**src/rtl/req_ack_pkg.sv**
```systemverilog
`default_nettype none
// ============================================================================
// Module : req_ack_pkg
// Brief  : Shared types and constants for the 2-phase REQ/ACK sender slice.
// Rev    : 1.0 - initial release
// ============================================================================
package req_ack_pkg;

  typedef enum logic [0:0] {
    ST_IDLE = 1'b0,
    ST_WAIT = 1'b1
  } state_t;

  localparam int DEFAULT_SYNC_STAGES = 2;

  // Index width for a requester pool; never narrower than one bit.
  function automatic int ptr_width(input int n);
    return (n > 2) ? $clog2(n) : 1;
  endfunction

endpackage
`default_nettype wire

```
**src/rtl/cdc_sync_bit.sv**
```systemverilog
`default_nettype none
// ============================================================================
// Module : cdc_sync_bit
// Brief  : Multi-flop single-bit synchronizer for level/toggle signals.
// Rev    : 1.0 - initial release
// ============================================================================
module cdc_sync_bit #(
  parameter int STAGES = 2
) (
  input  logic clk,
  input  logic rst_n,
  input  logic d,
  output logic q
);

  logic [STAGES-1:0] r_sync;

  always_ff @(posedge clk or negedge rst_n) begin
    if (!rst_n) begin
      r_sync <= '0;
    end else begin
      r_sync <= {r_sync[STAGES-2:0], d};
    end
  end

  assign q = r_sync[STAGES-1];

endmodule
`default_nettype wire

```
**src/rtl/req_ack_tx_arbiter.sv**
```systemverilog
`default_nettype none
// ============================================================================
// Module : req_ack_tx_arbiter
// Brief  : Round-robin arbiter feeding one 2-phase REQ/ACK CDC sender channel.
// Rev    : 1.0 - initial release
// ============================================================================
module req_ack_tx_arbiter
  import req_ack_pkg::*;
#(
  parameter int NREQ        = 4,
  parameter int DWIDTH      = 8,
  parameter int IDW         = ptr_width(NREQ),
  parameter int SYNC_STAGES = DEFAULT_SYNC_STAGES,
  parameter int TIMEOUT     = 1023
) (
  input  logic                   clk1,
  input  logic                   rst1_n,
  input  logic [NREQ-1:0]        in_valid,
  output logic [NREQ-1:0]        in_ready,
  input  logic [NREQ*DWIDTH-1:0] in_data,
  output logic                   req,
  input  logic                   ack_async,
  output logic [IDW+DWIDTH-1:0]  dout,
  output logic                   busy,
  output logic [IDW-1:0]         grant_id,
  output logic                   timeout_err,
  output logic                   protocol_err,
  input  logic                   err_clr
);

  localparam int            CW        = (TIMEOUT > 0) ? $clog2(TIMEOUT + 1) : 1;
  localparam logic [CW-1:0] C_TO_LAST = CW'((TIMEOUT > 0) ? TIMEOUT - 1 : 0);
  localparam logic [CW-1:0] C_TO_MAX  = CW'(TIMEOUT);

  // Returns {found, index}; the lowest offset from the pointer wins.
  function automatic logic [IDW:0] rr_pick(input logic [NREQ-1:0] v,
                                           input logic [IDW-1:0]  p);
    logic [IDW:0]   res;
    logic [IDW-1:0] idx;
    res = '0;
    for (int k = NREQ - 1; k >= 0; k--) begin
      idx = IDW'((int'(p) + k) % NREQ);
      if (v[idx]) res = {1'b1, idx};
    end
    return res;
  endfunction

  state_t                  r_state;
  state_t                  w_state_nxt;
  logic                    w_ack_s;
  logic                    r_ack_q;
  logic                    w_ack_edge;
  logic [IDW-1:0]          r_ptr;
  logic [CW-1:0]           r_cnt;
  logic                    r_req;
  logic [IDW+DWIDTH-1:0]   r_dout;
  logic [IDW-1:0]          r_grant;
  logic                    r_terr;
  logic                    r_perr;
  logic [IDW:0]            w_pick;
  logic                    w_win_vld;
  logic [IDW-1:0]          w_win_idx;
  logic [DWIDTH-1:0]       w_win_data;
  logic                    w_accept;
  logic                    w_to_hit;
  logic                    w_spurious;

  cdc_sync_bit #(
    .STAGES (SYNC_STAGES)
  ) u_ack_sync (
    .clk   (clk1),
    .rst_n (rst1_n),
    .d     (ack_async),
    .q     (w_ack_s)
  );

  assign w_ack_edge = w_ack_s ^ r_ack_q;
  assign w_pick     = rr_pick(in_valid, r_ptr);
  assign w_win_vld  = w_pick[IDW];
  assign w_win_idx  = w_pick[IDW-1:0];
  assign w_win_data = in_data[w_win_idx*DWIDTH +: DWIDTH];
  assign w_accept   = (r_state == ST_IDLE) && w_win_vld;
  assign w_spurious = (r_state == ST_IDLE) && w_ack_edge;
  // A completing ack in the deadline cycle takes priority over the timeout.
  assign w_to_hit   = (TIMEOUT > 0) && (r_state == ST_WAIT) &&
                      (r_cnt == C_TO_LAST) && !w_ack_edge;

  always_ff @(posedge clk1 or negedge rst1_n) begin
    if (!rst1_n) begin
      r_state <= ST_IDLE;
    end else begin
      r_state <= w_state_nxt;
    end
  end

  always_comb begin
    w_state_nxt = r_state;
    case (r_state)
      ST_IDLE: if (w_accept)   w_state_nxt = ST_WAIT;
      ST_WAIT: if (w_ack_edge) w_state_nxt = ST_IDLE;
    endcase
  end

  always_comb begin
    in_ready = '0;
    busy     = (r_state == ST_WAIT);
    if (w_accept) in_ready[w_win_idx] = 1'b1;
  end

  always_ff @(posedge clk1 or negedge rst1_n) begin
    if (!rst1_n) begin
      r_ack_q <= 1'b0;
      r_ptr   <= '0;
      r_cnt   <= '0;
      r_req   <= 1'b0;
      r_dout  <= '0;
      r_grant <= '0;
      r_terr  <= 1'b0;
      r_perr  <= 1'b0;
    end else begin
      r_ack_q <= w_ack_s;
      if (w_accept) begin
        r_req   <= ~r_req;
        r_dout  <= {w_win_idx, w_win_data};
        r_grant <= w_win_idx;
        r_ptr   <= (w_win_idx == IDW'(NREQ - 1)) ? '0 : w_win_idx + 1'b1;
        r_cnt   <= '0;
      end else if (r_state == ST_WAIT) begin
        if (w_ack_edge) begin
          r_cnt <= '0;
        end else if (r_cnt != C_TO_MAX) begin
          r_cnt <= r_cnt + 1'b1;
        end
      end
      if (w_to_hit) begin
        r_terr <= 1'b1;
      end else if (err_clr) begin
        r_terr <= 1'b0;
      end
      if (w_spurious) begin
        r_perr <= 1'b1;
      end else if (err_clr) begin
        r_perr <= 1'b0;
      end
    end
  end

  assign req          = r_req;
  assign dout         = r_dout;
  assign grant_id     = r_grant;
  assign timeout_err  = r_terr;
  assign protocol_err = r_perr;

endmodule
`default_nettype wire

```
**config.mk**
```make
export PLATFORM = sky130hd
export DESIGN_NAME = req_ack_tx_arbiter
export DESIGN_NICKNAME = d
export VERILOG_FILES = /design/src/rtl/req_ack_pkg.sv /design/src/rtl/cdc_sync_bit.sv /design/src/rtl/req_ack_tx_arbiter.sv
export SDC_FILE = /design/constraint.sdc
export NUM_CORES = 1
export LEC_CHECK = 0
export CORE_MARGIN = 4
export CORE_UTILIZATION = 40
export DETAILED_ROUTE_END_ITERATION = 10
export GPL_TIMING_DRIVEN = 0
export HOLD_SLACK_MARGIN = 0.02
export PLACE_DENSITY_LB_ADDON = 0.08
export RECOVER_POWER = 25
export SLEW_MARGIN = 20
export SYNTH_ARGS = -nofsm -noshare
export SYNTH_HDL_FRONTEND = slang
export SYNTH_SLANG_ARGS = --single-unit
```
**constraint.sdc**
```tcl
create_clock -name clk1 -period 1.7 [get_ports clk1]
set_input_delay 0.255 -clock clk1 [delete_from_list [all_inputs] [get_ports clk1]]
set_output_delay 0.255 -clock clk1 [all_outputs]
set_load 0.05 [all_outputs]
```
# == After elaboration in Yosys (flattened, before gate mapping) ==
# Cells that the tools add are included.
# word_totals
reg_bits,31
latch_bits,0
ram_bits,0
mem_bits_ro,0
in_bits,40
out_inout_bits,20
wordCells,65
mem_count,0
# op_classes
add_sub_neg,5
n_mul,0
div,0
magnitude_cmp,6
eq_ne,3
shift,1
mux,26
n_bitwise,3
n_reduce_logical,11
# op_table
operator,n
two-way mux 10 bit,4
indexed part select 32 x 6 -> 8 bit,1
"less-than comparator 2 x 3 -> 1 bit, second input constant",5
two-way mux 3 bit,4
"adder 10 x 1 -> 10 bit, second input constant",1
"== test 10 bit, second input constant",1
two-way mux 1 bit,10
"!= test 10 bit, second input constant",1
binary-select mux 1 bit (select 2 bit),4
nonzero test 2 bit,3
logical AND 1 bit,5
"adder 2 x 1 -> 2 bit, second input constant",2
"adder 2 bit, second input constant",2
two-way mux 4 bit,1
nonzero test 3 bit,1
demux 1 bit (select 2 bit),1
"== test 2 bit, second input constant",1
">= comparator 2 x 1 -> 1 bit, second input constant",1
two-way mux 2 bit,1
NOT 1 bit,2
one-hot mux 1 bit (2 select lines),1
AND reduction 2 bit,1
logical NOT 1 bit,1
XOR 1 bit,1

# == Logic depth before layout (Yosys ltp) ==
# logic_depth
ltp_word,12
ltp_mapped,6

# == Cells and area by module ==
# Synthesis repeated with hierarchy kept, for this count alone.
# unflattened
hier_cells,177
area_unflattened_um2,1675.4
# by_module_without_submodules
mod,instances,cells_each,area_per_inst_um2,seq_area_each_um2
req_ack_tx_arbiter,1,175,1625.3,675.6
cdc_sync_bit,1,2,50.0,50.0

# == Least setup slack after synthesis ==
# Ideal clock, no wire load.
# synth_path
path_type,reg2out
start,reg r_state (netlist: busy)
end,out in_ready[0]
t_arrival_ns,2.266
path_slack_ns,-0.821
stages_incl_launch_ff,5
n_path_buf,2
cell_sequence,dfrtp_1 clkbuf_1 or2_1 buf_2 nor3_1
# synth_between
elab_chain_len,3
# synth_rtl
element,line_no,rtl
start: declaration,req_ack_tx_arbiter.sv:48,state_t r_state;
start signal: assignment,req_ack_tx_arbiter.sv:92,r_state <= w_state_nxt;
NOT 1 bit,--,
logical AND 1 bit,req_ack_tx_arbiter.sv:82,assign w_accept = (r_state == ST_IDLE) && w_win_vld;
two-way mux 4 bit,req_ack_tx_arbiter.sv:107,if (w_accept) in_ready[w_win_idx] = 1'b1;
end: declaration,req_ack_tx_arbiter.sv:19,"output logic [NREQ-1:0] in_ready,"
# No other way between the ends.

# == Worst setup path in the final report ==
# layout_path
start,reg r_ptr[1]
end,out in_ready[3]
# layout_between
elab_chain_len,12
elab_cells_between_ends,22
classes_between,3 x add/sub; 2 x order compare; 15 x mux; 2 x reduce/logical
# layout_rtl
element,line_no,rtl
start: declaration,req_ack_tx_arbiter.sv:53,logic [IDW-1:0] r_ptr;
start signal: assignment,req_ack_tx_arbiter.sv:126,r_ptr <= (w_win_idx == IDW'(NREQ - 1)) ? '0 : w_win_idx + 1'b1;
adder 2 bit,req_ack_tx_arbiter.sv:42,idx = IDW'((int'(p) + k) % NREQ);
binary-select mux 1 bit (select 2 bit),req_ack_tx_arbiter.sv:43,"if (v[idx]) res = {1'b1, idx};"
two-way mux 1 bit (not written as such),req_ack_tx_arbiter.sv:43,
two-way mux 3 bit (3 in a row),req_ack_tx_arbiter.sv:43,
two-way mux 3 bit *,req_ack_tx_arbiter.sv:43,
less-than comparator 2 x 3 -> 1 bit (not written as such) / >= comparator 2 x 1 -> 1 bit (equally long branches),req_ack_tx_arbiter.sv:107,
logical AND 1 bit (not written as such),req_ack_tx_arbiter.sv:107,
two-way mux 1 bit (not written as such),req_ack_tx_arbiter.sv:107,
demux 1 bit (select 2 bit),req_ack_tx_arbiter.sv:107,
two-way mux 4 bit *,req_ack_tx_arbiter.sv:107,
# Mark *: on every way between the ends. The rest lies on a longest branch, timed or not. The select of a mux whose other input is x is not followed.

==> summary.md <==
| Metric | Value |
|---|---|
| Crit path from | r_ptr[1] |
| Pwr Density | 1580 nW/um^2 |
| #FFs+latches synth | 29 |
| Clk_skew | 0.00510 ns |
| Area grow syn2layout | 69.2% |
| Placed insts | 281 |
| WP data required | 1.44 ns |
| Clock tree buffer depth | 2 |
| Post-Syn Area per Cell | 9.75 sq um |
| Tcrit/Tclk final | 118% |
| Worst Setup Start Kind | flop |
| Min Hold Slack | 0.365 ns |
| Wirelength per Cell | 16.0 microns |
| Buffers added on ports | 59 |
| Fillcell total | 292 |
| CTS tree | done |
| Number of vias per cell | 5.45 |
| Clock-pin slew on the worst setup and hold paths | 0.06 ns |
| Pins over their slew limit | 0 |
| Synth unique cells | 39 |
| Post-route ant nets | 0 |
| DRT Wirelength | 4.98 mm |
| Relative slew slack | 51.6% |
| Share of cells above drive strength 1 | 30.9% |
| LEAKAGE | 1.21 nW |
| Total gr overflow | 0 |
| Placer Congestion | 0.825 |
| Antenna violations before repair | 0 |
| TritonCTS Buffers | 5 |
| Chip Width | 72.7 microns |
| Register area share after synthesis | 43.3% |
| Setup WS post-layout | -0.303 ns |
| Num rows | 23 |
| HP Class | reg2reg |
| Vias in the first global route | 1,763 |
| Hold_sp | u_ack_sync.r_sync[0] |
| Post-layout minimum cycle time | 2.00 ns |
| RSZ-0062 raised after global routing | true |
| Clk Latency, worst-skew pair | 0.28 ns |
| Post-Syn Nets | 214 |
| NumNets Final | 303 |
| Drt initial violations | 64 |
| Netlist Area Pre-Place | 1680 sq um |
| CP Class | reg2out |
| Vias | 1,700 |
| Fin. Hold Viols | 0 |
| Starting Density | 41.6% |
| Die Height | 72.7 microns |
| Boundary Pins | 60 |
| Core area | 4030 sq um |
| Setup-failing EPs final | 13 |
| Maximum vdd drop | 836 uV |
| Post-Synthesis Cells | 172 |
| Fin util | 70.4% |
| Final Non-Filler Cells | 312 |
| Root buffer cell | clkbuf_8 |
| Die area | 5290 sq um |
| ANT cells | 0 |
| DRC viols | 0 |
| H-tree depth | 2 |
| Largest net degree at the start of global routing | 30 |
| First-pass GRT wire length | 7.95 mm |
| Initial DRT Pass Iterations | 4 |
| Synth warn | 0 |
| Fmax | 499 MHz |
| Failing checks | setup timing |
| Worst Setup End Kind | output pin |
| Reg-to-Reg Start | r_ptr[1] |
| Hpwl dp | 3.38 mm |
| Maxcap violations | 0 |
| Worst Max-Slew Pin Slew | 0.726 ns |
| Outcome | complete, but fails checks |
| Global-route usage over all layers | 19.0% |
| Critical Path AT | 1.75 ns |
| Clock Sinks | 29 |
| Max Fanout on Critical Path | 6 |
[per-layer routing]
layer	GRT usage (%)	up-vias	share of wire, %
met5	0	-	0
met2	34.3	59	54
met3	4.41	8	5.7
met1	21.4	809	39
li1	-	824	-
met4	7.58	0	1.7
[synthesized netlist by cell type]
| library cell | count | share of area (%) |
|---|---|---|
| o311ai_2 | 1 | 0.97 |
| nand3_1 | 20 | 6.0 |
| nor4_1 | 1 | 0.37 |
| o32ai_1 | 1 | 0.52 |
| a21o_2 | 1 | 0.52 |
| or2_1 | 1 | 0.37 |
| nor2b_1 | 4 | 1.5 |
| nor2_2 | 1 | 0.37 |
| mux2_4 | 8 | 7.2 |
| inv_1 | 5 | 1.1 |
| o21ai_0 | 12 | 3.6 |
| buf_2 | 2 | 0.60 |
| nor3_1 | 2 | 0.60 |
| and4_1 | 2 | 1.0 |
| o41ai_1 | 1 | 0.52 |
| o21a_1 | 1 | 0.45 |
| or3b_1 | 1 | 0.52 |
| dfrtp_1 | 29 | 43 |
| a21oi_1 | 7 | 2.1 |
| clkbuf_1 | 4 | 0.90 |
| o22ai_1 | 3 | 1.1 |
| nor3b_2 | 1 | 0.75 |
| o31ai_1 | 6 | 2.7 |
| nand3b_1 | 1 | 0.45 |
| nor2_1 | 8 | 1.8 |
| o21ai_1 | 5 | 1.5 |
| ha_1 | 2 | 1.5 |
| xnor2_1 | 3 | 1.6 |
| a21oi_4 | 1 | 0.97 |
| buf_4 | 2 | 0.90 |
| o221a_1 | 8 | 5.4 |
| a21o_1 | 1 | 0.45 |
| and3_1 | 3 | 1.1 |
| nand4b_1 | 1 | 0.52 |
| a31oi_1 | 2 | 0.75 |
| nand2_1 | 15 | 3.4 |
| mux2i_1 | 1 | 0.60 |
| nand4_1 | 4 | 1.5 |
| nand2_4 | 1 | 0.67 |
[placed cells by master, fill, tap and decap left out, types with 2 or more instances in the layout]
cell	count
nand3_1	20
nor2_4	4
buf_4	25
dfrtp_2	3
buf_6	2
a21oi_4	2
dlymetal6s2s_1	2
a21oi_1	6
o21ai_1	3
o21ai_0	12
o31ai_1	6
nor2_1	5
nand2_2	2
nand2_1	12
and4_1	2
inv_1	5
and3_4	2
nand2_8	2
dlygate4sd3_1	2
clkbuf_8	8
o22ai_1	2
dfrtp_1	26
clkdlybuf4s50_1	33
nor2b_1	4
o221a_1	8
mux2_4	8
dlygate4sd2_1	16
nand4_1	4
xnor2_1	2
buf_8	3
buf_2	2
o21ai_2	2
[final cells by class]
type	instances	area, sq um	share of cell area, %
plain buffers	7	61.3	2.16
clock buffers	7	96.3	3.40
clock inverters	1	5.00	0.176
inverters	5	18.8	0.662
multi-input cells	130	1100	38.6
flip-flops and latches	29	729	25.7
well taps	50	62.6	2.21
repair buffers	83	767	27.0
[through the flow]
step	area (sq um)	power, mW	setup TNS, ns	setup WS (ns)
finish	2840	4.49	-2.09	-0.303
global route	2840	4.74	-2.78	-0.392
CTS	2710	4.34	-1.81	-0.289
detailed placement	2420	3.56	-16.70	-1.26
global placement	2420	3.50	-16.27	-1.18
floorplan	1770	2.81	-0.165	-0.113
[flip-flops by register name, summed over array words and instances, names as in the netlist]
| signal | count |
|---|---|
| req | 1 |
| timeout_err | 1 |
| r_ptr | 2 |
| u_ack_sync.r_sync | 2 |
| protocol_err | 1 |
| r_cnt | 10 |
| dout | 10 |
| r_ack_q | 1 |
| busy | 1 |
[worst max-delay path: stages, from the launching register on]
cell     delay [ns]
dfrtp_2        0.49
mux2i_4        0.22
a21o_4         0.24
nor2_4         0.17
and3_4         0.22
buf_8          0.14
[kinds of logic (layout without fill, tap and decap cells)]
group / count (synthesis) / after routing / share of synthesized area [%]
AO/OA/AOI/OAI: 50 / 50 / 21.5
XOR/XNOR: 3 / 3 / 1.57
adder cells (fa/ha/maj): 2 / 2 / 1.49
buffers and inverters: 13 / 103 / 3.51
flip-flops: 29 / 29 / 43.3
multiplexers: 9 / 9 / 7.76
AND/OR/NAND/NOR: 66 / 66 / 20.9
[power by group]
group          internal, mW  switching [mW]
clock network         0.365           0.260
registers             0.903           0.176
logic                  1.14            1.64
total                  2.41            2.08
[final timing paths]
path | to | slack, ns | depth (start not counted)
setup / recovery | in_ready[3] | -0.30 | 5
max in group asynchronous | r_ptr[1] | 0.62 | 2
setup reg to reg | dout[1] | -0.13 | 6
hold reg to reg | u_ack_sync.r_sync[1] | 0.36 | 0
min in group asynchronous | req | 0.56 | 2
hold / removal | u_ack_sync.r_sync[1] | 0.36 | 0
[what timing repair did]
action	4_1_cts	5_1_grt
hold buffers	1	0
setup endpoints to repair	42	23
hold endpoints to repair	16	0
gates resized for setup	64	14
setup buffers	16	9
pin swaps	12	10
Power figures use the tool's default switching activity.
